==> src/rtl/md_hazard_ctrl_pkg.sv <==
// Shared pipeline definitions: opcode/ALU-op constants, register
// constants and the multdiv sequencer state encoding.
package pipe_defs;

   typedef logic [31:0] instr_t;
   typedef logic [4:0]  reg_idx_t;

   localparam logic [4:0] OP_RTYPE = 5'b00000;
   localparam logic [4:0] OP_LW    = 5'b01000;
   localparam logic [4:0] OP_SW    = 5'b00111;
   localparam logic [4:0] OP_BNE   = 5'b00010;
   localparam logic [4:0] OP_BLT   = 5'b00110;
   localparam logic [4:0] OP_SETX  = 5'b10101;
   localparam logic [4:0] OP_BEX   = 5'b10110;

   localparam logic [4:0] ALU_MUL  = 5'b00110;
   localparam logic [4:0] ALU_DIV  = 5'b00111;

   localparam reg_idx_t   REG_R0   = 5'd0;
   localparam reg_idx_t   REG_R30  = 5'd30;

   typedef enum logic [1:0] {
      ST_IDLE = 2'd0,
      ST_BUSY = 2'd1,
      ST_DONE = 2'd2
   } md_state_e;

endpackage

==> src/rtl/md_hazard_ctrl_if.sv <==
// Bundle between the pipeline datapath and the execute-stage hazard
// controller. The datapath is the master; the controller is the slave.
interface md_hazard_ctrl_if;
   import pipe_defs::*;

   instr_t      dx_out_ir;
   instr_t      fd_out_ir;
   logic        md_data_ready;
   logic [31:0] md_result;
   logic        md_exception;
   logic        md_ctrl_mult;
   logic        md_ctrl_div;
   logic        stall_front;
   logic        xm_bubble;
   logic        dx_bubble;
   logic        md_result_valid;
   logic [31:0] md_result_out;
   logic        md_over_out;

   modport master (
      output dx_out_ir, fd_out_ir, md_data_ready, md_result, md_exception,
      input  md_ctrl_mult, md_ctrl_div, stall_front, xm_bubble, dx_bubble,
             md_result_valid, md_result_out, md_over_out
   );

   modport slave (
      input  dx_out_ir, fd_out_ir, md_data_ready, md_result, md_exception,
      output md_ctrl_mult, md_ctrl_div, stall_front, xm_bubble, dx_bubble,
             md_result_valid, md_result_out, md_over_out
   );
endinterface

==> src/rtl/md_hazard_ctrl_reg_field_decode.sv <==
// Pulls register indices and class flags out of one instruction word.
// Also reused by the forwarding unit, so it stays purely combinational.
module reg_field_decode
   import pipe_defs::*;
(
   input  instr_t   ir,
   output reg_idx_t rs1,
   output reg_idx_t rs2,
   output reg_idx_t rd,
   output logic     is_r,
   output logic     is_lw,
   output logic     is_sw,
   output logic     is_md,
   output logic     md_is_div
);

   logic [4:0] opcode;
   logic [4:0] alu_op;
   logic       unused_ir_bits;

   assign opcode    = ir[31:27];
   assign alu_op    = ir[6:2];

   assign is_r      = (opcode == OP_RTYPE);
   assign is_lw     = (opcode == OP_LW);
   assign is_sw     = (opcode == OP_SW);
   assign is_md     = is_r && ((alu_op == ALU_MUL) || (alu_op == ALU_DIV));
   assign md_is_div = is_r && (alu_op == ALU_DIV);

   // bex implicitly reads r30; every non-R format reuses [26:22] as its second source
   assign rs1 = ir[21:17];
   assign rd  = ir[26:22];
   assign rs2 = is_r                ? ir[16:12] :
                (opcode == OP_BEX)  ? REG_R30   :
                                      ir[26:22];

   assign unused_ir_bits = &{1'b0, ir[11:7], ir[1:0]};

endmodule

==> src/rtl/md_hazard_ctrl.sv <==
// Execute-stage hazard controller: sequences the multi-cycle multdiv unit
// (freezing the front end and bubbling X/M while it runs) and inserts a
// single D/X bubble on load-use hazards.
module md_hazard_ctrl
   import pipe_defs::*;
#(
   parameter int MD_MAX_CYCLES = 40
) (
   input  logic             clock,
   input  logic             reset,
   md_hazard_ctrl_if.slave  bus
);

   localparam int CNT_W = $clog2(MD_MAX_CYCLES) + 1;

   md_state_e   state_q, state_d;
   logic [CNT_W-1:0] cnt_q, cnt_d;
   logic [31:0] result_q, result_d;
   logic        over_q, over_d;

   logic        md_ctrl_mult_c, md_ctrl_div_c, stall_front_c;
   logic        xm_bubble_c, dx_bubble_c, md_result_valid_c;

   reg_idx_t    dx_rs1, dx_rs2, dx_rd, fd_rs1, fd_rs2, fd_rd;
   logic        dx_is_r, dx_is_lw, dx_is_sw, dx_is_md, dx_md_is_div;
   logic        fd_is_r, fd_is_lw, fd_is_sw, fd_is_md, fd_md_is_div;
   logic        load_use;
   logic        unused_decode;

   reg_field_decode u_dx_decode (
      .ir(bus.dx_out_ir), .rs1(dx_rs1), .rs2(dx_rs2), .rd(dx_rd),
      .is_r(dx_is_r), .is_lw(dx_is_lw), .is_sw(dx_is_sw),
      .is_md(dx_is_md), .md_is_div(dx_md_is_div)
   );

   reg_field_decode u_fd_decode (
      .ir(bus.fd_out_ir), .rs1(fd_rs1), .rs2(fd_rs2), .rd(fd_rd),
      .is_r(fd_is_r), .is_lw(fd_is_lw), .is_sw(fd_is_sw),
      .is_md(fd_is_md), .md_is_div(fd_md_is_div)
   );

   assign unused_decode = &{1'b0, dx_rs1, dx_rs2, dx_is_r, dx_is_sw, fd_rd,
                            fd_is_r, fd_is_lw, fd_is_md, fd_md_is_div};

   // Load-use: a store's data register is served by the W->M bypass, so only its base counts
   always_comb begin
      load_use = 1'b0;
      if (dx_is_lw && (dx_rd != REG_R0)) begin
         load_use = (dx_rd == fd_rs1) || ((dx_rd == fd_rs2) && !fd_is_sw);
      end
   end

   // Next-state, counter, result capture and the combinational stall/strobe outputs
   always_comb begin
      state_d           = state_q;
      cnt_d             = cnt_q;
      result_d          = result_q;
      over_d            = over_q;
      md_ctrl_mult_c    = 1'b0;
      md_ctrl_div_c     = 1'b0;
      stall_front_c     = 1'b0;
      xm_bubble_c       = 1'b0;
      dx_bubble_c       = 1'b0;
      md_result_valid_c = 1'b0;

      case (state_q)
         ST_IDLE: begin
            if (dx_is_md) begin
               md_ctrl_mult_c = !dx_md_is_div;
               md_ctrl_div_c  = dx_md_is_div;
               stall_front_c  = 1'b1;
               xm_bubble_c    = 1'b1;
               cnt_d          = '0;
               state_d        = ST_BUSY;
            end else if (load_use) begin
               stall_front_c  = 1'b1;
               dx_bubble_c    = 1'b1;
            end
         end
         ST_BUSY: begin
            stall_front_c = 1'b1;
            xm_bubble_c   = 1'b1;
            cnt_d         = cnt_q + CNT_W'(1);
            if (bus.md_data_ready) begin
               result_d = bus.md_result;
               over_d   = bus.md_exception;
               state_d  = ST_DONE;
            end else if (cnt_q == CNT_W'(MD_MAX_CYCLES - 1)) begin
               result_d = 32'h0;
               over_d   = 1'b1;
               state_d  = ST_DONE;
            end
         end
         ST_DONE: begin
            md_result_valid_c = 1'b1;
            state_d           = ST_IDLE;
         end
         default: begin
            state_d = ST_IDLE;
         end
      endcase

      if (reset) begin
         md_ctrl_mult_c    = 1'b0;
         md_ctrl_div_c     = 1'b0;
         stall_front_c     = 1'b0;
         xm_bubble_c       = 1'b0;
         dx_bubble_c       = 1'b0;
         md_result_valid_c = 1'b0;
      end
   end

   // State, watchdog counter and the registered result/overflow
   always_ff @(posedge clock) begin
      if (reset) begin
         state_q  <= ST_IDLE;
         cnt_q    <= '0;
         result_q <= 32'h0;
         over_q   <= 1'b0;
      end else begin
         state_q  <= state_d;
         cnt_q    <= cnt_d;
         result_q <= result_d;
         over_q   <= over_d;
      end
   end

   assign bus.md_ctrl_mult    = md_ctrl_mult_c;
   assign bus.md_ctrl_div     = md_ctrl_div_c;
   assign bus.stall_front     = stall_front_c;
   assign bus.xm_bubble       = xm_bubble_c;
   assign bus.dx_bubble       = dx_bubble_c;
   assign bus.md_result_valid = md_result_valid_c;
   assign bus.md_result_out   = result_q;
   assign bus.md_over_out     = over_q;

endmodule

==> src/flat_wrapper.sv <==
// flat-port wrapper written by rule: the top's interface ports become plain ports
module md_hazard_ctrl_flat import pipe_defs::*;
#(
   parameter int MD_MAX_CYCLES = 40
)
  (clock, reset, bus_dx_out_ir, bus_fd_out_ir, bus_md_data_ready, bus_md_result, bus_md_exception, bus_md_ctrl_mult, bus_md_ctrl_div, bus_stall_front, bus_xm_bubble, bus_dx_bubble, bus_md_result_valid, bus_md_result_out, bus_md_over_out);
  md_hazard_ctrl_if bus_i ();
  input  logic clock;
  input  logic reset;
  input wire logic [$bits(bus_i.dx_out_ir)-1:0] bus_dx_out_ir;
  input wire logic [$bits(bus_i.fd_out_ir)-1:0] bus_fd_out_ir;
  input wire logic [$bits(bus_i.md_data_ready)-1:0] bus_md_data_ready;
  input wire logic [$bits(bus_i.md_result)-1:0] bus_md_result;
  input wire logic [$bits(bus_i.md_exception)-1:0] bus_md_exception;
  output wire logic [$bits(bus_i.md_ctrl_mult)-1:0] bus_md_ctrl_mult;
  output wire logic [$bits(bus_i.md_ctrl_div)-1:0] bus_md_ctrl_div;
  output wire logic [$bits(bus_i.stall_front)-1:0] bus_stall_front;
  output wire logic [$bits(bus_i.xm_bubble)-1:0] bus_xm_bubble;
  output wire logic [$bits(bus_i.dx_bubble)-1:0] bus_dx_bubble;
  output wire logic [$bits(bus_i.md_result_valid)-1:0] bus_md_result_valid;
  output wire logic [$bits(bus_i.md_result_out)-1:0] bus_md_result_out;
  output wire logic [$bits(bus_i.md_over_out)-1:0] bus_md_over_out;
  assign bus_i.dx_out_ir = bus_dx_out_ir;
  assign bus_i.fd_out_ir = bus_fd_out_ir;
  assign bus_i.md_data_ready = bus_md_data_ready;
  assign bus_i.md_result = bus_md_result;
  assign bus_i.md_exception = bus_md_exception;
  assign bus_md_ctrl_mult = bus_i.md_ctrl_mult;
  assign bus_md_ctrl_div = bus_i.md_ctrl_div;
  assign bus_stall_front = bus_i.stall_front;
  assign bus_xm_bubble = bus_i.xm_bubble;
  assign bus_dx_bubble = bus_i.dx_bubble;
  assign bus_md_result_valid = bus_i.md_result_valid;
  assign bus_md_result_out = bus_i.md_result_out;
  assign bus_md_over_out = bus_i.md_over_out;
  md_hazard_ctrl #(.MD_MAX_CYCLES(MD_MAX_CYCLES)) u_core (.clock(clock), .reset(reset), .bus(bus_i));
endmodule
==> config.mk <==
export PLATFORM = sky130hd
export DESIGN_NAME = md_hazard_ctrl_flat
export DESIGN_NICKNAME = d
export VERILOG_FILES = /design/src/rtl/md_hazard_ctrl_pkg.sv /design/src/rtl/md_hazard_ctrl_if.sv /design/src/rtl/md_hazard_ctrl_reg_field_decode.sv /design/src/rtl/md_hazard_ctrl.sv /design/src/flat_wrapper.sv
export SDC_FILE = /design/constraint.sdc
export NUM_CORES = 1
export LEC_CHECK = 0
export BUFFER_PORTS_ARGS = -buffer_cell sky130_fd_sc_hd__buf_2
export CAP_MARGIN = 20
export CORE_MARGIN = 2
export CORE_UTILIZATION = 45
export CTS_BUF_LIST = sky130_fd_sc_hd__clkbuf_2 sky130_fd_sc_hd__clkbuf_4 sky130_fd_sc_hd__clkbuf_8
export CTS_CLUSTER_DIAMETER = 120
export DETAILED_ROUTE_END_ITERATION = 10
export PLACE_DENSITY = 0.95
export SLEW_MARGIN = 20
export SYNTH_ARGS = -nofsm -noshare
export SYNTH_HDL_FRONTEND = slang
export SYNTH_SLANG_ARGS = --single-unit
==> constraint.sdc <==
create_clock -name clock -period 4.6 [get_ports clock]
set_input_delay 0.23 -clock clock [delete_from_list [all_inputs] [get_ports clock]]
set_output_delay 0.23 -clock clock [all_outputs]
set_load 0.01 [all_outputs]
# Word-level counts from Yosys, hierarchy flattened
# Cells that the tools add are included.
[op_classes]
add_sub_neg = 1
mux = 31
n_eq_ne = 12
n_reduce_logical = 17
[op_table]
columns = ["cell", "n"]
rows = [
  ["$mux 32", 2],
  ["$mux 1", 19],
  ["$eq 5x3->1 const B", 3],
  ["$pmux 7 s2", 1],
  ["$eq 5x5->1", 2],
  ["$logic_not 5->1", 2],
  ["$mux 5", 2],
  ["$add 7x1->7 const B", 1],
  ["$eq 7x6->1 const B", 1],
  ["$mux 7", 1],
  ["$mux 2", 3],
  ["$reduce_and 2->1", 3],
  ["$eq 5x4->1 const B", 1],
  ["$eq 5x5->1 const B", 1],
  ["$reduce_bool 5->1", 1],
  ["$logic_and 1x1->1", 4],
  ["$pmux 1 s2", 2],
  ["$pmux 2 s2", 1],
  ["$reduce_bool 2->1", 2],
  ["$ne 3x2->1 const B", 1],
  ["$eq 2x1->1 const B", 1],
  ["$eq 2x2->1 const B", 1],
  ["$logic_not 1->1", 2],
  ["$logic_not 2->1", 1],
  ["other kinds (2)", 3],
]
[totals]
word_cells = 65
ff_bits = 42
input_bits = 100
output_inout_bits = 39

# Logic depth before layout (Yosys ltp)
[logic_depth]
ltp_word = 11
mapped_depth = 7
ltp_nobuf = 6

# Modules after synthesis
# From an unflattened synthesis, not the netlist that was laid out.
[hier_totals]
hier_cells = 280
area_unflattened_um2 = 2233.4
[modules_own_cells]
columns = ["mod", "cells_each", "area_each_um2", "n_inst", "seq_area_each_um2"]
rows = [
  ["md_hazard_ctrl", 224, 1805.5, 1, 840.8],
  ["reg_field_decode", 28, 214.0, 2, 0.0],
]

# Least setup slack after synthesis
# Ideal clock, no wire load.
[synth_path]
path_type = "input port to output port"
start = "input bus_fd_out_ir[31]"
end = "output bus_dx_bubble"
n_path_buf = 0
cell_stages = 6
setup_slack_ns = 2.571
required_ns = 4.370
arrival_time_ns = 1.799
path_cell_list = "or3_4 -> o32a_1 -> and3_4 -> nor4_4 -> nand4_1 -> a211oi_2"
[synth_via]
elab_chain_cells = 11
[synth_lines]
columns = ["item", "line_no", "text"]
rows = [
  ["start, declared", "flat_wrapper.sv:11", "input wire logic [$bits(bus_i.fd_out_ir)-1:0] bus_fd_out_ir;"],
  ["$eq 5x5->1", "md_hazard_ctrl_reg_field_decode.sv:34", "(opcode == OP_BEX) ? REG_R30 :"],
  ["$mux 5", "md_hazard_ctrl_reg_field_decode.sv:34", ""],
  ["$mux 5", "md_hazard_ctrl_reg_field_decode.sv:33", "assign rs2 = is_r ? ir[16:12] :"],
  ["$eq 5x5->1", "md_hazard_ctrl.sv:49", "load_use = (dx_rd == fd_rs1) || ((dx_rd == fd_rs2) && !fd_is_sw);"],
  ["$logic_and 1x1->1 *", "md_hazard_ctrl.sv:49", ""],
  ["$logic_or 1x1->1 *", "md_hazard_ctrl.sv:49", ""],
  ["$mux 1 *", "md_hazard_ctrl.sv:48", "if (dx_is_lw && (dx_rd != REG_R0)) begin"],
  ["$mux 1 *", "md_hazard_ctrl.sv:75", "end else if (load_use) begin"],
  ["$mux 1 *", "md_hazard_ctrl.sv:68", "if (dx_is_md) begin"],
  ["$mux 1 *", "md_hazard_ctrl.sv:66", "case (state_q)"],
  ["$mux 1 *", "md_hazard_ctrl.sv:103", "if (reset) begin"],
  ["end, declared", "flat_wrapper.sv:19", "output wire logic [$bits(bus_i.dx_bubble)-1:0] bus_dx_bubble;"],
]
# Every way passes the cells marked *; elsewhere a longest branch is shown, timed or not.

# Worst setup path in the final report
[layout_path]
start = "register u_core.cnt_q[0]"
end = "register u_core.result_q[13] (netlist: u_core.bus.md_result_out[13])"
[layout_via]
elab_chain_cells = 3
[layout_lines]
columns = ["item", "line_no", "text"]
rows = [
  ["start, declared", "md_hazard_ctrl.sv:17", "logic [CNT_W-1:0] cnt_q, cnt_d;"],
  ["start signal, assigned", "md_hazard_ctrl.sv:122", "cnt_q <= cnt_d;"],
  ["$eq 7x6->1", "md_hazard_ctrl.sv:88", "end else if (cnt_q == CNT_W'(MD_MAX_CYCLES - 1)) begin"],
  ["$reduce_bool 2->1 (no source line)", "n/a", ""],
  ["$reduce_and 2->1 (no source line)", "n/a", ""],
  ["end signal, assigned", "md_hazard_ctrl.sv:123", "result_q <= result_d;"],
  ["end, declared", "md_hazard_ctrl.sv:18", "logic [31:0] result_q, result_d;"],
]
# Every way passes these cells.
# A chain may end at the register's enable or synchronous reset.

==> impl_metrics.ini <==
[synthesis]
yosysUniqueCellTypes = 40
syn_area_per_cell_sq_um = 8.605
yosysMostFrequentCell = nor2_1
synth_warnings = 0
synth_area_sq_um = 1893
synth_ff_type = dfxtp_1
ys_ff_latch = 42
synth-edff-count = 0
yosysTopAreaCell = dfxtp_1
ys_seq_area_share_pct = 44.42
synth_top_area_share_pct = 44.42
syn_nets = 321
async_flop_share_pct = 0
yosys-top-cells-area = dfxtp_1 44%, a22oi_1 13%, nor2_1 9.5%
netlist_top_cells_count = 48 x nor2_1, 42 x dfxtp_1, 33 x a22oi_1, 12 x clkbuf_1, 8 x nand3_1
syn_inst = 220

[sta]
whs_ns = 0.1864
relSlewSlack_pct = 48.79
timing.fmax_mhz = 418.8
setup_viol = 0
setup_slack_ns = 2.212
hold_viol = 0
fin_setup_tns_ns = 0
finalClockSkew_ns = 0.006699
final_max_slew_viol_count = 0
min_period_ns = 2.388
period_share_pct = 51.91
worst_slew_pin_slew_ns = 0.7681
rsz0062_at_grt = no

[critical_path]
critPathMaxStageDelay_ns = 0.60
crit_path_top_delay_cell = o41ai_1
endpoint = u_core.bus.md_result_out[13]
path_class = reg -> reg
reg2reg_from = u_core.cnt_q[0]
critPathBufInv = 0
r2r-end = u_core.bus.md_result_out[13]
cp-end-kind = flip-flop
worst-r2r-setup-slack_ns = 2.21
cp_max_fo = 33
worst-endpoint-arrival_ns = 2.54
critPathRequiredTime_ns = 4.75
r2r_cells = 6
cp.depth = 6
cp_top_family = compound AO/OA/AOI/OAI gates
startpoint_type = flip-flop
path_cells = ha_1 > nand3_1 > o41ai_1 > nand2_2 > a22oi_1 > nor2_1
startpoint = u_core.cnt_q[0]

[die]
design.core.area_sq_um = 4029
chipHeight_um = 68.86
fp.dieArea_sq_um = 4742
start_util_pct = 46.99
die_w_um = 68.86
num_rows = 23
pin_count = 139

[global_routing]
antenna_found_initial = 0
grt_pass1_vias = 1789
grt_usage_pct = 20.76
overflow = 0
grt_pass1_wl_mm = 7.645
grt_max_degree = 46

[clock_tree]
hold_buffers = 0
cts_buffers = 5
insertion_delay_ns = 0.29
worst_setup_hold_path_clk_slew_ns = 0.09
h-tree-depth = 2
ctsRootBufferMaster = clkbuf_8
post-cts-setup-buffers = 0
clkSinkCount = 42
cts_resized = 0
cts_tree = done
cts_buffer_depth = 2

[drt]
routedWlPerCell_um = 13.60
dr_total_vias = 2025
drc = 0
drt-pass1-iter-count = 4
drt_wl_total_mm = 5.101
drtIter0Drc = 114
ant_nets = 0
via_per_inst = 5.400

[placed_design]
globalplace.congestion = 0.8345
port_buffers = 109
dpl-instance-area_sq_um = 2464
place_hpwl_mm = 3.797
pre_cts_slack_ns = 1.931

[pwr]
power.density_nw_per_um2 = 281.9
ir_worst_vdd_uv = 226.6
leakagePower_uw = 0.001166

[finish]
post-route-util_pct = 64.04
area_growth_pct = 36.29
drive_above_1_share_pct = 40.00
fin_nets = 425
diodes = 0
final_area_sq_um = 2580

[worst_hold_path]
worstHoldPathType = in -> reg

[run]
cap_violations = 0

[outcome]
outcome = finished, final reports clean
area by class of cell:
type / instances / area, sq um
flip-flops and latches: 42 / 840.8
clock inverters: 2 / 37.54
multi-input cells: 161 / 998.5
clock buffers: 6 / 76.32
well taps: 50 / 62.56
inverters: 5 / 18.77
fillers: 352 / 1449
repair buffers: 109 / 545.5
how the worst min path moves through the flow:
stage                     slack, ns                           end  cells past startpoint              start
after floorplan                0.39   u_core.bus.md_result_out[0]                      2   bus_md_result[0]
after global placement         0.47               u_core.cnt_q[6]                      1    u_core.cnt_q[6]
after detailed placement       0.48               u_core.cnt_q[6]                      1    u_core.cnt_q[6]
after CTS                      0.19   u_core.bus.md_result_out[8]                      3   bus_md_result[8]
after global routing           0.19  u_core.bus.md_result_out[22]                      3  bus_md_result[22]
final                          0.19   u_core.bus.md_result_out[6]                      3   bus_md_result[6]
cells in the final DEF, fill, tap and decap left out, types with 2 or more instances in the layout:
cell / instances
nand3_1: 8
nor3_1: 5
dfxtp_1: 42
nor2b_1: 4
a22oi_1: 33
and3_1: 2
nor4_1: 2
nor2_1: 47
a311oi_1: 4
nand4_1: 2
inv_1: 5
xor2_1: 5
o21ai_0: 4
nand2_1: 5
clkbuf_8: 5
or4_1: 2
xnor2_1: 2
nand3b_1: 3
buf_2: 109
or2_2: 4
a21boi_0: 2
a21oi_1: 5
o22ai_1: 2
power breakdown:
part / switching (uW) / leakage (uW) / total (uW) / internal (uW)
clock network: 127 / 0.0000548 / 294 / 168
logic: 34.0 / 0.000773 / 69.2 / 35.3
registers: 0.179 / 0.000338 / 364 / 363
total: 161 / 0.00117 / 727 / 567
worst register-to-register path, delay by kind of cell, from the launching register on:
family	cells	cell delay [ns]
compound gates	2	0.91
simple gates	3	0.71
flops	1	0.38
fa+ha+maj	1	0.24
stage by stage:
step | std cells | total power [uW]
global placement | 367 | 438.8
floorplan | 220 | 402.8
CTS | 375 | 729.1
global route | 375 | 753.6
finish | 375 | 727.3
detailed placement | 367 | 440.7
kinds of logic (layout without fill, tap and decap cells):
| logic type | after synthesis | after routing | synth area share, % |
|---|---|---|---|
| buffers and inverters | 17 | 122 | 3.371 |
| adders and majority gates | 1 | 1 | 0.6608 |
| xor gates and xnor gates | 7 | 7 | 3.239 |
| AOI/OAI and AO/OA | 60 | 60 | 23.79 |
| DFF | 42 | 42 | 44.42 |
| and+or+nand+nor | 93 | 93 | 24.52 |
per-layer routing:
| metal | track usage, % | up-vias | wire, um |
|---|---|---|---|
| met2 | 36.66 | 57 | 2684 |
| met1 | 25.48 | 949 | 2120 |
| li1 | - | 1012 | - |
| met5 | 0 | - | 0 |
| met3 | 4.221 | 7 | 227 |
| met4 | 5.882 | 0 | 68 |
registers in the layout (all words and copies together) (netlist names):
name and flops:
u_core.bus.md_result_out 32, u_core.bus.md_over_out 1, u_core.cnt_q 7, u_core.state_q 2
Power figures use the tool's default switching activity.
